## src/rtl/button_multi_debounce.sv

```systemverilog
// Multi-channel push-button conditioner: synchronize, debounce, then emit a
// press pulse or toggle per channel plus a long-press flag.
module button_multi_debounce #(
    parameter int NUM_BUTTONS     = 4,
    parameter int DEBOUNCE_CYCLES = 16,
    parameter int HOLD_CYCLES     = 1000
) (
    input  logic                   clk,
    input  logic                   reset_n,
    input  logic [NUM_BUTTONS-1:0] pressed,
    input  logic [NUM_BUTTONS-1:0] mode,
    output logic [NUM_BUTTONS-1:0] out,
    output logic [NUM_BUTTONS-1:0] held
);

    localparam int               CNT_W     = $clog2(DEBOUNCE_CYCLES + 1);
    localparam logic [CNT_W-1:0] DEB_LAST  = CNT_W'(DEBOUNCE_CYCLES - 1);
    localparam logic [23:0]      HOLD_MAX  = 24'(HOLD_CYCLES);
    localparam logic [23:0]      HOLD_LAST = 24'(HOLD_CYCLES - 1);

    logic [NUM_BUTTONS-1:0] sync1_q, sync1_d;
    logic [NUM_BUTTONS-1:0] sync2_q, sync2_d;
    logic [NUM_BUTTONS-1:0] stable_q, stable_d;
    logic [NUM_BUTTONS-1:0] mode_q, mode_d;
    logic [NUM_BUTTONS-1:0] out_q, out_d;
    logic [NUM_BUTTONS-1:0] held_q, held_d;
    logic [CNT_W-1:0]       deb_cnt_q  [NUM_BUTTONS];
    logic [CNT_W-1:0]       deb_cnt_d  [NUM_BUTTONS];
    logic [23:0]            hold_cnt_q [NUM_BUTTONS];
    logic [23:0]            hold_cnt_d [NUM_BUTTONS];

    logic [NUM_BUTTONS-1:0] press_evt;
    logic [NUM_BUTTONS-1:0] release_evt;
    logic [NUM_BUTTONS-1:0] mode_chg;

    assign mode_chg = mode ^ mode_q;

    always_comb begin
        sync1_d     = pressed;
        sync2_d     = sync1_q;
        mode_d      = mode;
        stable_d    = stable_q;
        out_d       = out_q;
        held_d      = held_q;
        press_evt   = '0;
        release_evt = '0;
        for (int i = 0; i < NUM_BUTTONS; i++) begin
            deb_cnt_d[i]  = deb_cnt_q[i];
            hold_cnt_d[i] = hold_cnt_q[i];

            // Counter holds the number of consecutive samples disagreeing with stable
            if (sync2_q[i] == stable_q[i]) begin
                deb_cnt_d[i] = '0;
            end else if (deb_cnt_q[i] == DEB_LAST) begin
                stable_d[i]    = ~stable_q[i];
                deb_cnt_d[i]   = '0;
                press_evt[i]   = ~stable_q[i];
                release_evt[i] = stable_q[i];
            end else begin
                deb_cnt_d[i] = deb_cnt_q[i] + CNT_W'(1);
            end

            if (press_evt[i]) begin
                hold_cnt_d[i] = '0;
            end else if (stable_q[i] && (hold_cnt_q[i] != HOLD_MAX)) begin
                hold_cnt_d[i] = hold_cnt_q[i] + 24'd1;
            end

            // Release wins if it coincides with the counter reaching its limit
            if (release_evt[i]) begin
                held_d[i] = 1'b0;
            end else if (stable_q[i] && (hold_cnt_q[i] == HOLD_LAST)) begin
                held_d[i] = 1'b1;
            end

            if (mode_chg[i]) begin
                out_d[i] = 1'b0;
            end else if (mode_q[i]) begin
                out_d[i] = out_q[i] ^ press_evt[i];
            end else begin
                out_d[i] = press_evt[i];
            end
        end
    end

    always_ff @(posedge clk or negedge reset_n) begin
        if (!reset_n) begin
            sync1_q  <= '0;
            sync2_q  <= '0;
            stable_q <= '0;
            mode_q   <= '0;
            out_q    <= '0;
            held_q   <= '0;
            for (int i = 0; i < NUM_BUTTONS; i++) begin
                deb_cnt_q[i]  <= '0;
                hold_cnt_q[i] <= '0;
            end
        end else begin
            sync1_q  <= sync1_d;
            sync2_q  <= sync2_d;
            stable_q <= stable_d;
            mode_q   <= mode_d;
            out_q    <= out_d;
            held_q   <= held_d;
            for (int i = 0; i < NUM_BUTTONS; i++) begin
                deb_cnt_q[i]  <= deb_cnt_d[i];
                hold_cnt_q[i] <= hold_cnt_d[i];
            end
        end
    end

    assign out  = out_q;
    assign held = held_q;

endmodule

```

## config.mk

```make
export PLATFORM = sky130hd
export DESIGN_NAME = button_multi_debounce
export DESIGN_NICKNAME = d
export VERILOG_FILES = /design/src/rtl/button_multi_debounce.sv
export SDC_FILE = /design/constraint.sdc
export NUM_CORES = 1
export LEC_CHECK = 0
export CAP_MARGIN = 0
export CORE_ASPECT_RATIO = 2
export CORE_MARGIN = 2
export CORE_UTILIZATION = 55
export DETAILED_ROUTE_END_ITERATION = 16
export HOLD_SLACK_MARGIN = 0.06
export PLACE_DENSITY_LB_ADDON = 0.3
export SLEW_MARGIN = 20
export SYNTH_ARGS = -nofsm -noshare
export SYNTH_HDL_FRONTEND = slang
export SYNTH_SLANG_ARGS = --single-unit
```

## constraint.sdc

```tcl
create_clock -name clk -period 5.1 [get_ports clk]
set_clock_uncertainty 0.15 [all_clocks]
set_input_delay 1.275 -clock clk [delete_from_list [all_inputs] [get_ports clk]]
set_output_delay 1.275 -clock clk [all_outputs]
set_load 0.1 [all_outputs]
```

==> results by group, run 1 <==
CTS
  – Cts repair resizes: 0
  – Skew-Pair Late Insertion Delay: 0.41 ns
  – CTS tree: yes
  – Clk slew on worst S/H paths: 0.06 ns
  – Clock Path Buffers: 2
  – H-Tree Depth: 4
  – Setup bufs post-CTS: 0
  – Clock sink count: 140
  – TritonCTS buffer count: 17
  – Hold buffers post-CTS: 0
  – Clock root buffer: clkbuf_16

Cells and area
  – Share of cells above drive strength 1: 0.0784
  – Final Util: 0.639
  – Area growth syn-to-layout: 14.0%
  – ANT cells: 0
  – Nets@finish: 723

Min path
  – Min-Delay Path Depth: 0
  – Hold Path Class: reg2reg

Die
  – Starting Density: 0.561
  – IO Count: 18
  – FP Rows: 57
  – Die Area: 13,300 um^2
  – Die width: 82.6 um
  – Core box area: 12,100 um^2
  – Die Ht: 161 um

Synthesis
  – Cell count after synthesis: 674
  – Post-synth ARST share: 1.00
  – Synth Warn #: 0
  – Ys flop type: dfrtp_1
  – Syn nets: 696
  – Post-synth cell types: 46
  – Post-synthesis register bit count: 140
  – Avg Inst Size Synth: 10.1 um^2
  – Sequential area share after synthesis: 0.515
  – Cell area after synthesis: 6800 um^2
  – EDFF count, synth: 0

Power and ir drop
  – Power share of the sequential group: 0.468
  – VDD IR-drop max: 0.000248 V
  – Clock share of power: 0.512
  – Int Power: 1.92 mW
  – Sw frac: 0.207
  – Switching pwr: 0.502 mW
  – Leak Pwr: 3.63 nW
  – Power Total: 2.43 mW
  – Pwr/cell area: 313 nW/um^2
  – Gate power share: 0.020

Detailed routing
  – Vias: 5,128
  – Via-to-Cell Ratio: 5.96
  – Post-DRT Antenna Nets: 0
  – DR WL/cell: 16.0 um
  – DR pass1 iterations: 4
  – 1st-iter DRT viols: 279
  – DRC Markers: 0
  – Wire length after detailed routing: 13,800 um

Worst setup path
  – Worst path top cell family by delay: buffers and inverters
  – Worst path cell trace: clkdlybuf4s50_1
  – WP data required: 3.67 ns
  – Critical Path End Type: primary output
  – Critical path class: reg2out
  – Slowest CP cell: clkdlybuf4s50_1
  – CP peak stage delay: 1.14 ns
  – CP max FO: 2
  – Worst Path Arrival: 1.91 ns
  – R2R depth: 5
  – CP bufs+invs: 1
  – Crit path depth: 1
  – Startpoint Class: flip-flop

STA
  – Worst Max-Slew Pin Slew: 0.967 ns
  – Final-report setup violation count: 0
  – Setup WS post-layout: 1.77 ns
  – Fmax: 300 MHz
  – RSZ-0062 raised after global routing: false
  – Final TNS setup: 0 ns
  – Fin. max-slew vios: 0
  – Tmin final: 3.33 ns
  – Normalized max-slew margin: 0.354
  – Final Cycle Share: 0.654
  – Final hold viol count: 0

Global routing
  – Gr ovfl total: 0
  – First-pass GRT wire length: 23,700 um
  – Vias in the first global route: 5,221
  – Antenna violations before repair: 0
  – Gr usage total: 0.226
  – Largest net degree at the start of global routing: 75

Status
  – Status: finished, final reports clean

Run
  – Max Cap Viol: 0

Place
  – IO Port Bufs: 17
  – Global placement routability congestion: 0.810
  – Pre-CTS setup slack: 2.19 ns
  – DP HPWL: 9340 um
## worst paths after layout
kind,endpoint,slack [ns],startpoint
setup / recovery,out[1],1.77,out[1]
hold / removal,sync2_q[0],0.20,sync1_q[0]
setup reg to reg,hold_cnt_q[1],2.87,hold_cnt_q[15]
hold reg to reg,sync2_q[0],0.20,sync1_q[0]
max in group asynchronous,out[1],3.15,reset_n
min in group asynchronous,hold_cnt_q[7],0.71,reset_n
## synthesized netlist by cell type (9+ instances only)
cell type | count | area, um^2
dfrtp_1 | 140 | 3500
nor2_1 | 104 | 390
xor2_1 | 69 | 604
nand2_1 | 52 | 195
nand3_1 | 52 | 260
nand4_1 | 33 | 206
inv_1 | 22 | 82.6
xnor2_1 | 20 | 175
and3_1 | 18 | 113
nor4_1 | 18 | 113
clkbuf_1 | 13 | 48.8
o21ai_0 | 13 | 65.1
a21oi_1 | 12 | 60.1
ha_1 | 12 | 150
and2_1 | 9 | 56.3
or3_1 | 9 | 56.3
## cell type report
class	instances	area (um^2)
clock buffers	22	454
clock inverters	10	140
fillers	1003	4380
inverters	22	82.6
multi-input cells	497	3170
flip-flops and latches	140	3500
well taps	147	184
repair buffers	23	216
## metrics by stage
step / std cells / hold slack, ns / area (um^2)
3_5_place_dp: 829 / 0.192 / 7150
5_1_grt: 861 / 0.215 / 7750
4_1_cts: 861 / 0.206 / 7750
2_1_floorplan: 674 / 0.181 / 6800
3_3_place_gp: 829 / 0.188 / 7150
6_report: 861 / 0.200 / 7750
## flip-flops by register name (all words and copies together) (netlist names)
signal and flops:
deb_cnt_q 20, held 4, hold_cnt_q 96, mode_q 4
out 4, stable_q 4, sync1_q 4, sync2_q 4
## metal layers
metal	wire length, um	vias to the layer above	global-route usage
met3	413	16	0.0447
met1	5270	2612	0.249
met5	0	-	0
met4	234	0	0.0805
li1	-	2417	-
met2	7850	83	0.415
## power by group through the flow
stage               sequential [mW]  clock [mW]  combinational [mW]
floorplan                      1.15           0              0.0149
global placement               1.15           0              0.0475
detailed placement             1.15           0              0.0504
CTS                            1.14        1.26              0.0508
global route                   1.14        1.31              0.0567
finish                         1.14        1.24              0.0484
## placed cells by master (no fill, tap or decap), types with 17 or more instances in the layout
| master | Yosys | layout |
|---|---|---|
| and3_1 | 18 | 18 |
| clkbuf_16 | 0 | 17 |
| dfrtp_1 | 140 | 140 |
| inv_1 | 22 | 22 |
| nand2_1 | 52 | 52 |
| nand3_1 | 52 | 52 |
| nand4_1 | 33 | 33 |
| nor2_1 | 104 | 104 |
| xnor2_1 | 20 | 20 |
| xor2_1 | 69 | 69 |
## logic make-up after synthesis
kind of cell    after synthesis  synth area share
mux                           8            0.0125
flops                       140             0.515
compound gates               45            0.0403
xor+xnor                     89             0.115
fa+ha+maj                    12            0.0221
simple gates                343             0.275
buf+inv                      37            0.0206
Power figures use the tool's default switching activity.
==> run 2: changes to the inputs <==
==> constraint.sdc (replaced) <==
create_clock -name clk -period 2.7 [get_ports clk]
set_clock_uncertainty 0.15 [all_clocks]
set_input_delay 0.675 -clock clk [delete_from_list [all_inputs] [get_ports clk]]
set_output_delay 0.675 -clock clk [all_outputs]
set_load 0.1 [all_outputs]
==> run 2 against run 1 <==
Sequential share of layout area decreased by 0.48 points; clock power increased by 100%; sequential cell count unchanged; clock-buffer cell count decreased by 2; cell area increased by 1.1%; setup slack lost 1.3 ns; combinational power up 100%; largest cell class unchanged.
==> results by group, run 2 (synthesis results as in run 1) <==
Status
  – Status: finished, final reports clean

Global routing
  – First-pass GRT wire length: 24,200 um (+2.1%)
  – Vias in the first global route: 5,440 (+4.2%)
  – Gr ovfl total: 0 (unchanged)
  – Gr usage total: 0.233 (+0.00684)
  – Antenna violations before repair: 0 (unchanged)
  – Largest net degree at the start of global routing: 66 (-12%)

Cells and area
  – Most common cell after layout, fill and taps aside: dfrtp_1
  – Reg area: 3500 um^2 (unchanged)
  – Area growth syn-to-layout: 15.2%
  – Share of cells above drive strength 1: 0.102 (+0.0231)
  – Largest register FFs: 96 (unchanged)
  – Reg with most FFs: hold_cnt_q
  – Biggest regs: hold_cnt_q: 96 flops, deb_cnt_q: 20 flops
  – Filler cells: 955 (-4.8%)
  – Multi-input gate area: 3170 um^2 (unchanged)
  – Most frequent cells in the layout: 140 x dfrtp_1, 104 x nor2_1, 69 x xor2_1, 52 x nand3_1, 52 x nand2_1
  – Nets@finish: 728 (+0.69%)
  – ANT cells: 0 (unchanged)
  – Final Util: 0.646 (+0.00692)
  – Final std cells w/o fill: 866 (+0.58%)

Place
  – DP HPWL: 9500 um (+1.7%)
  – Cells after DPL: 834 (+0.60%)
  – IO Port Bufs: 17 (unchanged)
  – Pre-CTS setup slack: 0.525 ns (-1.67 ns)
  – Global placement routability congestion: 0.870 (+7.4%)

STA
  – Fmax: 449 MHz
  – Final TNS setup: 0 ns (unchanged)
  – Worst Max-Slew Pin Slew: 0.802 ns (-0.165 ns)
  – Final-report setup violation count: 0 (unchanged)
  – Normalized max-slew margin: 0.460 (+0.107)
  – Tmin final: 2.23 ns
  – Final hold viol count: 0 (unchanged)
  – Fin. max-slew vios: 0 (unchanged)
  – Setup WS post-layout: 0.472 ns (-1.29 ns)
  – Final Cycle Share: 0.825
  – Hold slack: 0.0914 ns (-0.109 ns)
  – RSZ-0062 raised after global routing: false

Min path
  – Hold Path Class: in2async

Power and ir drop
  – Leak Pwr: 3.72 nW (+2.3%)
  – VDD IR-drop max: 0.000500 V (+100%)
  – Pwr/cell area: 610 nW/um^2 (+95%)

Worst setup path
  – CP bufs+invs: 0 (-1)
  – Critical Path End Type: flip-flop
  – CP peak stage delay: 0.58 ns (-0.56 ns)
  – R2R Path Start: hold_cnt_q[58]
  – R2r endpoint: hold_cnt_q[48]
  – WP data required: 2.89 ns (-0.78 ns)
  – Worst path cell trace: or4_1 > nor4_1 > nand4_1 > nand2_1 > mux2i_1
  – Worst Path Arrival: 2.42 ns (+0.51 ns)
  – R2R depth: 5 (unchanged)
  – Slowest CP cell: or4_1
  – Critical path class: reg2reg
  – R2r setup slk: 0.47 ns (-2.40 ns)
  – Worst path top cell family by delay: simple AND/OR/NAND/NOR gates
  – Startpoint Class: flip-flop
  – CP max FO: 5 (+3)

Die
  – Core box area: 12,100 um^2 (unchanged)
  – Die width: 82.6 um (unchanged)
  – Die Area: 13,300 um^2 (unchanged)
  – FP Rows: 57 (unchanged)
  – Starting Density: 0.561 (unchanged)
  – IO Count: 18 (unchanged)
  – Die Ht: 161 um (unchanged)

CTS
  – H-Tree Depth: 4 (unchanged)
  – Clock root buffer: clkbuf_16
  – Clock sink count: 140 (unchanged)
  – Setup bufs post-CTS: 0 (unchanged)
  – TritonCTS buffer count: 17 (unchanged)
  – Cts repair resizes: 0 (unchanged)
  – Skew-Pair Late Insertion Delay: 0.42 ns (about the same)
  – Clk slew on worst S/H paths: 0.06 ns (about the same)
  – Clock Path Buffers: 2 (unchanged)
  – CTS tree: yes
  – Hold buffers post-CTS: 0 (unchanged)

Detailed routing
  – Wire length after detailed routing: 14,000 um (+1.5%)
  – Highest metal used: met4
  – Post-DRT Antenna Nets: 0 (unchanged)
  – Via-to-Cell Ratio: 5.90 (-0.95%)
  – 1st-iter DRT viols: 293 (+5.0%)
  – DR pass1 iterations: 4 (unchanged)
  – DRC Markers: 0 (unchanged)
  – WL met3: 365 um (-12%)
  – Metal-1 WL: 5390 um (+2.3%)
  – Met2 routed WL: 7750 um (-1.2%)
  – Vias: 5,109 (-0.37%)
  – DR WL/cell: 16.1 um (+0.91%)

Run
  – Max Cap Viol: 0 (unchanged)
==> run 2: cell types whose count changed in the layout (fill, tap and decap cells not counted), sizes merged <==
cell,before,now
clkdlybuf4s50,16,8
clkbuf,22,20
inv,23,26
clkinvlp,3,1
bufinv,3,4
buf,7,20
==> run 2: power breakdown <==
group          total (mW)  internal [mW]  switching, mW
clock                2.54           1.63          0.907
sequential           2.14           2.12         0.0203
combinational      0.0978         0.0354         0.0624
==> run 2: worst max path at each step <==
| stage | slack, ns | depth (start not counted) | to | from |
|---|---|---|---|---|
| floorplan | 0.73 | 5 | hold_cnt_q[1] | hold_cnt_q[15] |
| global placement | 0.54 | 5 | hold_cnt_q[1] | hold_cnt_q[15] |
| detailed placement | 0.53 | 5 | hold_cnt_q[1] | hold_cnt_q[15] |
| CTS | 0.51 | 5 | hold_cnt_q[1] | hold_cnt_q[15] |
| global route | 0.31 | 5 | hold_cnt_q[1] | hold_cnt_q[4] |
| finish | 0.47 | 5 | hold_cnt_q[48] | hold_cnt_q[58] |
==> run 2: layer usage <==
metal / global-route usage / up-vias
met5: 0 / -
met4: 0.121 / 0
met3: 0.0520 / 39
met1: 0.254 / 2545
li1: - / 2428
met2: 0.408 / 97
==> run 2: worst reg2reg max path, delay by kind of cell, from the launching register on <==
family | cells | cell delay (ns)
AND/OR/NAND/NOR | 4 | 1.38
multiplexers | 1 | 0.19
flip-flops | 1 | 0.43
==> run 2: final cells by class <==
type                    count  share of cell area
clock inverters            12              0.0232
repair buffers             28              0.0315
multi-input cells         497               0.404
inverters                  22              0.0105
well taps                 147              0.0235
flip-flops and latches    140               0.447
clock buffers              20              0.0596
==> run 2: through the flow <==
step | cell area (um^2) | total power, mW
final | 7830 | 4.78
after global routing | 7830 | 4.93
after CTS | 7830 | 4.83
after detailed placement | 7180 | 2.28
after global placement | 7180 | 2.27
after floorplan | 6800 | 2.20
==> run 3: changes to the inputs <==
==> constraint.sdc (replaced) <==
create_clock -name clk -period 2.3 [get_ports clk]
set_clock_uncertainty 0.15 [all_clocks]
set_input_delay 0.575 -clock clk [delete_from_list [all_inputs] [get_ports clk]]
set_output_delay 0.575 -clock clk [all_outputs]
set_load 0.1 [all_outputs]
==> run 3 against run 2 <==
Routed wire length is 5.4% higher; worst hold slack better by 0.12 ns; fmax increased by 2.5%; via count up 2.3%; critical path depth stayed put; critical path type unchanged.
==> results by group, run 3 (synthesis results as in run 1) <==
CTS
  – Clock sink count: 140 (unchanged)
  – Skew-Pair Late Insertion Delay: 0.42 ns (about the same)
  – Clock root buffer: clkbuf_16
  – Clock Path Buffers: 2 (unchanged)
  – Cts repair resizes: 0 (unchanged)
  – H-Tree Depth: 4 (unchanged)
  – TritonCTS buffer count: 17 (unchanged)
  – CTS tree: yes
  – Clk slew on worst S/H paths: 0.06 ns (about the same)

Global routing
  – Gr ovfl total: 0 (unchanged)
  – Antenna violations before repair: 0 (unchanged)
  – Gr usage total: 0.245 (+0.0123)
  – Largest net degree at the start of global routing: 56 (-15%)
  – First-pass GRT wire length: 25,500 um (+5.3%)
  – Vias in the first global route: 5,539 (+1.8%)

Detailed routing
  – Post-DRT Antenna Nets: 0 (unchanged)
  – Via-to-Cell Ratio: 6.00 (+1.7%)
  – Metal-1 WL: 5460 um (+1.4%)
  – DR pass1 iterations: 7 (+3)
  – DRC Markers: 0 (unchanged)
  – Met2 routed WL: 8440 um (+8.9%)
  – Wire length after detailed routing: 14,700 um (+5.4%)
  – 1st-iter DRT viols: 299 (+2.0%)
  – Vias: 5,226 (+2.3%)
  – Highest metal used: met4
  – DR WL/cell: 16.9 um (+4.8%)
  – WL met3: 401 um (+9.9%)

STA
  – Worst Max-Slew Pin Slew: 0.620 ns (-0.182 ns)
  – Setup WS post-layout: 0.127 ns (-0.345 ns)
  – Final Cycle Share: 0.945 (+0.120)
  – Fin. max-slew vios: 0 (unchanged)
  – Hold slack: 0.208 ns (+0.116 ns)
  – Normalized max-slew margin: 0.587 (+0.126)
  – Fmax: 460 MHz (+2.5%)
  – Tmin final: 2.17 ns (-0.0550 ns)
  – Final hold viol count: 0 (unchanged)
  – RSZ-0062 raised after global routing: false
  – Final-report setup violation count: 0 (unchanged)
  – Final TNS setup: 0 ns (unchanged)

Cells and area
  – Nets@finish: 735 (+0.96%)
  – Area growth syn-to-layout: 15.1% (about the same)
  – Final Util: 0.646 (about the same)
  – ANT cells: 0 (unchanged)
  – Share of cells above drive strength 1: 0.102 (+0.000680)
  – Filler cells: 977 (+2.3%)
  – Reg with most FFs: hold_cnt_q
  – Most common cell after layout, fill and taps aside: dfrtp_1
  – Largest register FFs: 96 (unchanged)
  – Biggest regs: hold_cnt_q: 96 flops, deb_cnt_q: 20 flops
  – Most frequent cells in the layout: 140 x dfrtp_1, 104 x nor2_1, 69 x xor2_1, 52 x nand3_1, 52 x nand2_1

Worst setup path
  – Worst Path Arrival: 2.36 ns (-0.06 ns)
  – Critical path class: reg2reg
  – R2R Path Start: hold_cnt_q[58]
  – CP Launch Point: hold_cnt_q[58]
  – CP max FO: 5 (unchanged)
  – WP data required: 2.49 ns (-0.40 ns)
  – Startpoint Class: flip-flop
  – Critical Path End Type: flip-flop

Power and ir drop
  – Pwr/cell area: 684 nW/um^2 (+12%)
  – Power share of the sequential group: 0.470 (+0.021)
  – Switching pwr: 1.09 mW (+10%)
  – Gate power share: 0.022 (+0.002)
  – Leak Pwr: 3.73 nW (+0.26%)
  – VDD IR-drop max: 0.000666 V (+33%)
  – Int Power: 4.27 mW (+13%)
  – Power Total: 5.36 mW (+12%)
  – Sw frac: 0.204 (-0.00335)
  – Clock share of power: 0.508 (-0.023)

Min path
  – Worst min-delay path startpoint: sync1_q[0]
  – Hold Path Class: reg2reg

Run
  – Max Cap Viol: 0 (unchanged)

Place
  – IO Port Bufs: 17 (unchanged)
  – Pre-CTS setup slack: 0.177 ns (-0.348 ns)
  – Global placement routability congestion: 0.842 (-3.1%)
  – DP HPWL: 10,000 um (+5.6%)

Die
  – IO Count: 18 (unchanged)
  – Die Ht: 161 um (unchanged)
  – Starting Density: 0.561 (unchanged)
  – FP Rows: 57 (unchanged)
  – Die Area: 13,300 um^2 (unchanged)
  – Core box area: 12,100 um^2 (unchanged)
  – Die width: 82.6 um (unchanged)

Status
  – Status: finished, final reports clean
==> run 3: cell types whose count changed in the layout (fill, tap and decap cells not counted) <==
cell,previous run,this run
clkbuf_1,0,3
clkbuf_8,3,5
clkinv_4,1,2
bufinv_16,4,2
buf_4,18,24
clkinvlp_4,1,0
dlygate4sd3_1,0,1
inv_6,4,0
clkinv_2,2,1
==> run 3: final timing paths <==
| kind | endpoint | slack (ns) | cells past startpoint |
|---|---|---|---|
| hold reg to reg | sync2_q[0] | 0.21 | 0 |
| max in group asynchronous | deb_cnt_q[12] | 0.75 | 3 |
| min in group asynchronous | hold_cnt_q[23] | 0.53 | 2 |
| setup reg to reg | hold_cnt_q[48] | 0.13 | 5 |
| setup / recovery | hold_cnt_q[48] | 0.13 | 5 |
| hold / removal | sync2_q[0] | 0.21 | 0 |
==> run 3: stage by stage <==
step                std cells  instance area, um^2
detailed placement        840                 7230
global placement          840                 7230
CTS                       871                 7830
global route              871                 7830
floorplan                 674                 6800
finish                    871                 7830
==> run 3: power groups by stage <==
stage               Sequential, mW  Combinational [mW]  Clock (mW)
finish                        2.52               0.116        2.72
detailed placement            2.56               0.119           0
floorplan                     2.56              0.0330           0
global placement              2.56               0.111           0
CTS                           2.52               0.121        2.75
global route                  2.52               0.136        2.86
==> run 3: cell type report <==
class	instances	area, um^2	share of cell area
Sequential cell	140	3500	0.448
Multi-Input combinational cell	497	3170	0.405
Clock buffer	25	505	0.0646
Timing Repair Buffer	35	302	0.0385
Tap cell	147	184	0.0235
Clock inverter	5	82.6	0.0105
Inverter	22	82.6	0.0105
==> run 3: per-layer routing <==
layer | vias to the layer above | global-route usage
met4 | 0 | 0.108
met2 | 132 | 0.442
met5 | - | 0
met3 | 34 | 0.0475
li1 | 2425 | -
met1 | 2635 | 0.268
==> run 3: what timing repair did <==
action | CTS | global route
hold buffers | 1 | 0
buffers inserted | 0 | 0
hold endpoints to repair | 52 | 0
==> run 3: worst max-delay path, stage by stage (launching register included) <==
cell and delay [ns]:
dfrtp_1 0.43, or4_1 0.53, nor4_1 0.36, nand4_1 0.28
nand2_1 0.16, mux2i_1 0.18
